--- src/rtl/writeback_stage.sv ---
// Writeback stage: load extraction, 32x64 register file, retire counter; 1-cycle COMMIT after each transfer.
// Latency: result visible on wb_* one edge after transfer; array updated on the edge ending COMMIT.
// Backpressure: mem_ready low during COMMIT. Optional WB_BYPASS_EN forwards wb_data to read ports during COMMIT.
module writeback_stage (
    input  logic        clk,
    input  logic        reset,
    input  logic        mem_valid,
    output logic        mem_ready,
    input  logic [63:0] loaded_data,
    input  logic [63:0] alu_data,
    input  logic        mem_to_reg,
    input  logic        reg_write,
    input  logic [4:0]  dest_reg,
    input  logic [1:0]  load_size,
    input  logic        load_unsigned,
    input  logic [4:0]  rs1_addr,
    input  logic [4:0]  rs2_addr,
    output logic [63:0] rs1_data,
    output logic [63:0] rs2_data,
    output logic        wb_valid,
    output logic [4:0]  wb_dest,
    output logic [63:0] wb_data,
    output logic [63:0] retired_count
);

    typedef enum logic {IDLE = 1'b0, COMMIT = 1'b1} state_t;

    state_t      state_q;
    logic        wb_valid_q;
    logic [4:0]  wb_dest_q;
    logic [63:0] wb_data_q;
    logic        wb_rw_q;
    logic [63:0] retired_q;
    logic [63:0] regs_q [32];

    logic [63:0] shifted;
    logic [63:0] load_ext;
    logic [63:0] wb_data_d;
    logic        sgn;

    // Misaligned loads deliberately keep the zero-filled upper bytes.
    always_comb begin
        shifted  = loaded_data >> {alu_data[2:0], 3'b000};
        sgn      = 1'b0;
        load_ext = shifted;
        case (load_size)
            2'd0: begin
                sgn      = ~load_unsigned & shifted[7];
                load_ext = {{56{sgn}}, shifted[7:0]};
            end
            2'd1: begin
                sgn      = ~load_unsigned & shifted[15];
                load_ext = {{48{sgn}}, shifted[15:0]};
            end
            2'd2: begin
                sgn      = ~load_unsigned & shifted[31];
                load_ext = {{32{sgn}}, shifted[31:0]};
            end
            default: load_ext = shifted;
        endcase
        wb_data_d = mem_to_reg ? load_ext : alu_data;
    end

    always_ff @(posedge clk) begin
        if (reset) begin
            state_q    <= IDLE;
            wb_valid_q <= 1'b0;
            wb_dest_q  <= 5'd0;
            wb_data_q  <= 64'd0;
            wb_rw_q    <= 1'b0;
            retired_q  <= 64'd0;
            for (int i = 0; i < 32; i++) regs_q[i] <= 64'd0;
        end else begin
            case (state_q)
                IDLE: begin
                    if (mem_valid) begin
                        state_q    <= COMMIT;
                        wb_valid_q <= 1'b1;
                        wb_dest_q  <= dest_reg;
                        wb_data_q  <= wb_data_d;
                        wb_rw_q    <= reg_write;
                    end
                end
                COMMIT: begin
                    state_q    <= IDLE;
                    wb_valid_q <= 1'b0;
                    retired_q  <= retired_q + 64'd1;
                    if (wb_rw_q && (wb_dest_q != 5'd0)) regs_q[wb_dest_q] <= wb_data_q;
                end
                default: state_q <= IDLE;
            endcase
        end
    end

`ifdef WB_BYPASS_EN
    logic byp_ok;
    assign byp_ok = (state_q == COMMIT) && wb_rw_q && (wb_dest_q != 5'd0);
`endif

    always_comb begin
        rs1_data = (rs1_addr == 5'd0) ? 64'd0 : regs_q[rs1_addr];
        rs2_data = (rs2_addr == 5'd0) ? 64'd0 : regs_q[rs2_addr];
`ifdef WB_BYPASS_EN
        if (byp_ok && (rs1_addr == wb_dest_q)) rs1_data = wb_data_q;
        if (byp_ok && (rs2_addr == wb_dest_q)) rs2_data = wb_data_q;
`endif
    end

    assign mem_ready     = (state_q == IDLE);
    assign wb_valid      = wb_valid_q;
    assign wb_dest       = wb_dest_q;
    assign wb_data       = wb_data_q;
    assign retired_count = retired_q;

endmodule

--- config.mk ---
export PLATFORM = sky130hd
export DESIGN_NAME = writeback_stage
export DESIGN_NICKNAME = d
export VERILOG_FILES = /design/src/rtl/writeback_stage.sv
export SDC_FILE = /design/constraint.sdc
export NUM_CORES = 2
export LEC_CHECK = 0
export CAP_MARGIN = 20
export CORE_UTILIZATION = 50
export CTS_CLUSTER_DIAMETER = 150
export DETAILED_ROUTE_END_ITERATION = 10
export GPL_TIMING_DRIVEN = 0
export PLACE_DENSITY_LB_ADDON = 0.2
export SETUP_SLACK_MARGIN = 0.2
export SLEW_MARGIN = 20
export SYNTH_ARGS = -nofsm -noshare
export SYNTH_HDL_FRONTEND = slang
export SYNTH_SLANG_ARGS = --single-unit
--- constraint.sdc ---
create_clock -name clk -period 4.2 [get_ports clk]
set_input_delay 0.84 -clock clk [delete_from_list [all_inputs] [get_ports clk]]
set_output_delay 0.84 -clock clk [all_outputs]
set_load 0.02 [all_outputs]
Word level (Yosys, flattened, before mapping)

Memories as Yosys holds them, arrays and structs flattened.
Cells that the tools add are included.

$add $sub $neg: 1
Multipliers: 0
Div/mod/pow operators: 0
$lt $le $gt $ge: 0
Equal/unequal tests: 3
Shift-type cells: 1
Muxes and demuxes: 17
Bitwise gates (word level): 5
Reduce and logical (&&, ||, !) cells: 7

Operator list:

| operator                | count |
|---|---|
| $mux W64                | 4 |
| $pmux W64 S3            | 1 |
| $add A64 B1 Y64 const B | 1 |
| $reduce_or A64 Y1       | 1 |
| $shr A64 B6 Y64         | 1 |
| $logic_not A5 Y1        | 2 |
| $mux W1                 | 9 |
| $mux W5                 | 1 |
| $reduce_bool A5 Y1      | 1 |
| $pmux W1 S2             | 2 |
| $and A1 B1 Y1           | 3 |
| $eq A2 B1 Y1 const B    | 1 |
| $eq A2 B2 Y1 const B    | 1 |
| $logic_not A2 Y1        | 1 |
| $ne A2 B2 Y1 const B    | 1 |
| $not A1 Y1              | 2 |
| $reduce_and A2 Y1       | 1 |
| $logic_and A1 B1 Y1     | 1 |

Register bits: 136
Latch bits: 0
Bits in writable memories: 2048
ROM bits: 0
Input port bits: 151
Output and inout port bits: 263
Memories kept: 1

Memory list:

| memory | depth | bits a word | rd ports | clocked after Yosys merged registers in | wr ports | RTL line | source |
|---|---|---|---|---|---|---|---|
| regs_q | 32    | 64          | 2        | 0                                       | 32       | 34       | `logic [63:0] regs_q [32];` |

Depth between registers and ports, before layout

Depth in word-level cells: 8
Depth in mapped cells: 9
Depth with buffers taken out: 6

Least setup slack after synthesis

Ideal clock, no wire load.

Kind: in2out
From: input rs1_addr[0]
To: output rs1_data[24]
Data arrival time: 2.834 ns
Data required time: 3.360 ns
Slack: 0.526 ns
Stages: 7
Cell sequence: buf_2 > clkbuf_1 > buf_2 > mux4_2 > mux4_2 > nand2_1 > o221ai_1

Longest elaborated chain between the ends: 2
Elaborated cells on any way between the ends: 3

RTL lines:

| what                                                       | RTL line | source |
|---|---|---|
| start: declaration                                         | 16       | `input logic [4:0] rs1_addr,` |
| $mem_v2 Z32 W64 / $logic_not A5 Y1 (equally long branches) | -        |  |
| $mux W64 *                                                 | 101      | `rs1_data = (rs1_addr == 5'd0) ? 64'd0 : regs_q[rs1_addr];` |
| end: declaration                                           | 18       | `output logic [63:0] rs1_data,` |

Mark *: on every way between the ends. The rest lies on a longest branch, timed or not.

Worst setup path after layout

From: input rs2_addr[0]
To: output rs2_data[1]

Longest elaborated chain between the ends: 2
Elaborated cells on any way between the ends: 3

RTL lines:

| what                                                       | RTL line | source |
|---|---|---|
| start: declaration                                         | 17       | `input logic [4:0] rs2_addr,` |
| $mem_v2 Z32 W64 / $logic_not A5 Y1 (equally long branches) | -        |  |
| $mux W64 *                                                 | 102      | `rs2_data = (rs2_addr == 5'd0) ? 64'd0 : regs_q[rs2_addr];` |
| end: declaration                                           | 19       | `output logic [63:0] rs2_data,` |

Marked as above.

==> run_results.csv <==
group,metric,value,unit
outcome,status,"finished with violations",
outcome,violations,"negative setup slack",
grt,grt_first_pass_wirelength,636000,um
floorplanning,fp.dieH,483,um
routing,antenna_left,0,
logic_synthesis,syn_inst,7511,
routing,top_layer_used,"met5",
final_layout,final_area,140000,um^2
routing,drtIter0Drc,13612,
routing,drc,0,
floorplanning,core-area,230000,um^2
cts,cts_sinks,2184,
logic_synthesis,yosysTopAreaCellShare,53.1,%
setup_path,path_cells,"buf_16 > buf_12 > buf_16 > buf_12 > buf_16 > buf_12 > buf_16 > buf_4 > mux4_2 > mux2i_4 > o221ai_4 > buf_2",
placement,numPortBuffers,405,
placement,dpl_cell_area,125000,um^2
grt,grt-ovfl-total,0,
setup_path,cp_common_cell,"buf_16",
routing,viasPerCell,6.87,
final_layout,drive_gt1_share,29.9,%
setup_path,cp-end-kind,"primary output",
setup_path,cp-start-kind,"primary input",
timing,relSlewSlack,7.03,%
timing,skew,0.0381,ns
cts,cts_buffers,230,
power,irDropWorstVdd,484,uV
setup_path,cp_slowest_cell,"mux4_2",
placement,gp_congestion,0.981,
power,p_leak,49.5,nW
setup_path,cp.required,3.36,ns
timing,hold_violations,0,
logic_synthesis,synth_enable_flop_cells,2048,
floorplanning,fp-row-count,176,
final_layout,nets,8555,
floorplanning,ios,414,
grt,gr-usage-all-layers,40.3,%
timing,period_needed,4.22,ns
timing,timing.final.max_slew_violations,0,
hold_path,min_path_type,"flop to flop",
power,total_power,54.8,mW
setup_path,slowest_delay,0.54,ns
timing,setup_viol,2,
logic_synthesis,syn_area_per_cell,15.4,um^2
logic_synthesis,synth_warnings,0,
final_layout,area_delta_synth_final,20.7,%
floorplanning,fp.dieArea,233000,um^2
placement,hpwl,354000,um
setup_path,worstSetupPathType,"primary input to primary output",
timing,rsz0062_at_grt,"yes",
logic_synthesis,synthArstFlopShare,0,%
job,drv_cap,0,
floorplanning,dieWidth,483,um
logic_synthesis,synth_ff_type,"edfxtp_1",
logic_synthesis,synthesis.area,116000,um^2
cts,clkTransAtPathRegs,0.06,ns
routing,wl_met2,213000,um
routing,met1Wirelength,158000,um
grt,grt_max_degree,42,
setup_path,cp_data_arrival_time,3.38,ns
timing,finalCritPeriodShare,101,%
routing,drt_wl_total,477000,um
cts,cts_buffer_depth,3,
cts,clock_latency,0.90,ns
timing,worst_pin_slew,1.39,ns
setup_path,crit_fanout,5,
grt,antenna_found_initial,47,
routing,wl_per_cell,40.9,um
timing,max_freq,237,MHz
grt,grt_pass1_vias,77295,
cts,tritoncts,"yes",
floorplanning,start_util,50.3,%
logic_synthesis,ys_seq_area_share,55.5,%
timing,setup_ws,-0.0240,ns
routing,vias,79970,
routing,dr.pass1.iters,8,
logic_synthesis,synth_cell_types,76,
logic_synthesis,ys_top_cells_by_area,"edfxtp_1 53%, mux4_2 24%, and2_1 11%",
cts,hold_buffers,0,
logic_synthesis,ys_ff_latch,2184,
routing,met3_length,71200,um
cts,h-tree-depth,4,
power,power-per-cell-area,392,nW/um^2
cts,cts_root_buf,"clkbuf_16",
logic_synthesis,yosysTopAreaCell,"edfxtp_1",
[Yosys cell counts, types with 6 or more instances]
cell type	count
nor2_1	109
o21ai_0	163
mux2i_1	211
or4_1	12
mux4_2	1219
a21oi_1	57
buf_1	36
o31a_1	10
dfxtp_1	136
inv_1	96
o21ai_1	12
and3_1	9
o2111ai_1	14
edfxtp_1	2048
nor2b_1	12
nand2b_1	7
o221ai_1	48
o22a_1	29
o22ai_1	7
nor3_1	13
nor4_1	6
nand3_1	20
nand4_1	22
clkbuf_1	618
xor2_1	27
or2_2	35
nand3b_1	11
and2_1	1988
nand2_1	218
buf_6	6
buf_2	147
a311oi_1	7
xnor2_1	7
or3_1	27
a211oi_1	14
o211ai_1	13
o31ai_1	17
mux2_2	15
[per-layer routing]
metal	up-vias	global-route usage, %
met1	41108	50.0
met4	18	24.0
li1	30712	-
met3	1323	14.4
met5	-	0.143
met2	6809	60.9
[report_power, final]
group          leakage, nW  internal (mW)  switching, mW
registers             22.1           24.5          0.646
logic                 23.7           3.35           5.02
clock network         3.75           12.2           9.11
total                 49.5           40.0           14.8
[stage by stage]
stage / TNS (ns) / hold slack, ns / util, % / setup WS [ns] / instances
after floorplan: 0 / 0.436 / - / 0.526 / 7574
after global placement: -3646.71 / 0.444 / 53.8 / -3.10 / 11005
after detailed placement: -730.82 / 0.458 / 54.4 / -2.38 / 11054
after CTS: 0 / 0.466 / 60.1 / 0.0445 / 11554
after global routing: 0 / 0.506 / 60.7 / 0.00997 / 11630
final: -0.0398 / 0.469 / 60.7 / -0.0240 / 11643
[area by class of cell]
type,instances,area (um^2)
Antenna cell,17,42.5
Buffer,811,6150
Clock buffer,293,6200
Clock inverter,136,1440
Fill cell,17002,90400
Inverter,98,374
Multi-Input combinational cell,4481,50400
Sequential cell,2184,64200
Tap cell,3026,3790
Timing Repair Buffer,597,7090
[cells by family (layout without fill, tap and decap cells)]
logic type	count (synthesis)	after routing	share of synthesized area, %
buffers and inverters	911	1935	3.17
AND/OR/NAND/NOR	2509	2511	12.9
AO/OA/AOI/OAI	425	425	2.45
flip-flops	2184	2184	55.5
XOR/XNOR	34	34	0.257
multiplexers	1446	1446	25.7
other	1	81	0.00324
adder cells (fa/ha/maj)	1	1	0.0108
[cells in the final DEF, fill, tap and decap left out, drive strengths merged, types with 102 or more instances in the layout]
cell type         n
and2           1988
buf             475
clkbuf          936
clkdlybuf4s50   274
dfxtp           136
edfxtp         2048
inv             102
mux2i           211
mux4           1219
nand2           218
nor2            110
o21ai           175
[critical path: cells and delay by family]
family                 cells  cell delay [ns]
buffers and inverters      9             1.37
multiplexers               2             0.88
AO/OA/AOI/OAI              1             0.27
[what timing repair did]
item                                    4_1_cts  5_1_grt
setup buffers                                59       57
endpoints found under the hold margin         0        0
cloned                                       14       14
pin swaps                                    30       32
endpoints found under the setup margin      616      249
gates resized for setup                    1814      150
[path summary, 6_finish.rpt]
check,start,end,slack [ns],depth (start not counted)
worst min register to register,wb_rw_q,wb_rw_q,0.47,2
worst min-delay path,wb_rw_q,wb_rw_q,0.47,2
worst max register to register,state_q,regs_q[17][53],0.28,7
worst max-delay path,rs2_addr[0],rs2_data[1],-0.02,12
[registers in the layout (all words and copies together), names as in the netlist]
| name | flops |
|---|---|
| wb_dest | 5 |
| retired_count | 64 |
| regs_q | 2048 |
| wb_valid | 1 |
| wb_rw_q | 1 |
| wb_data | 64 |
| state_q | 1 |
(Power assumes the default switching activity.)
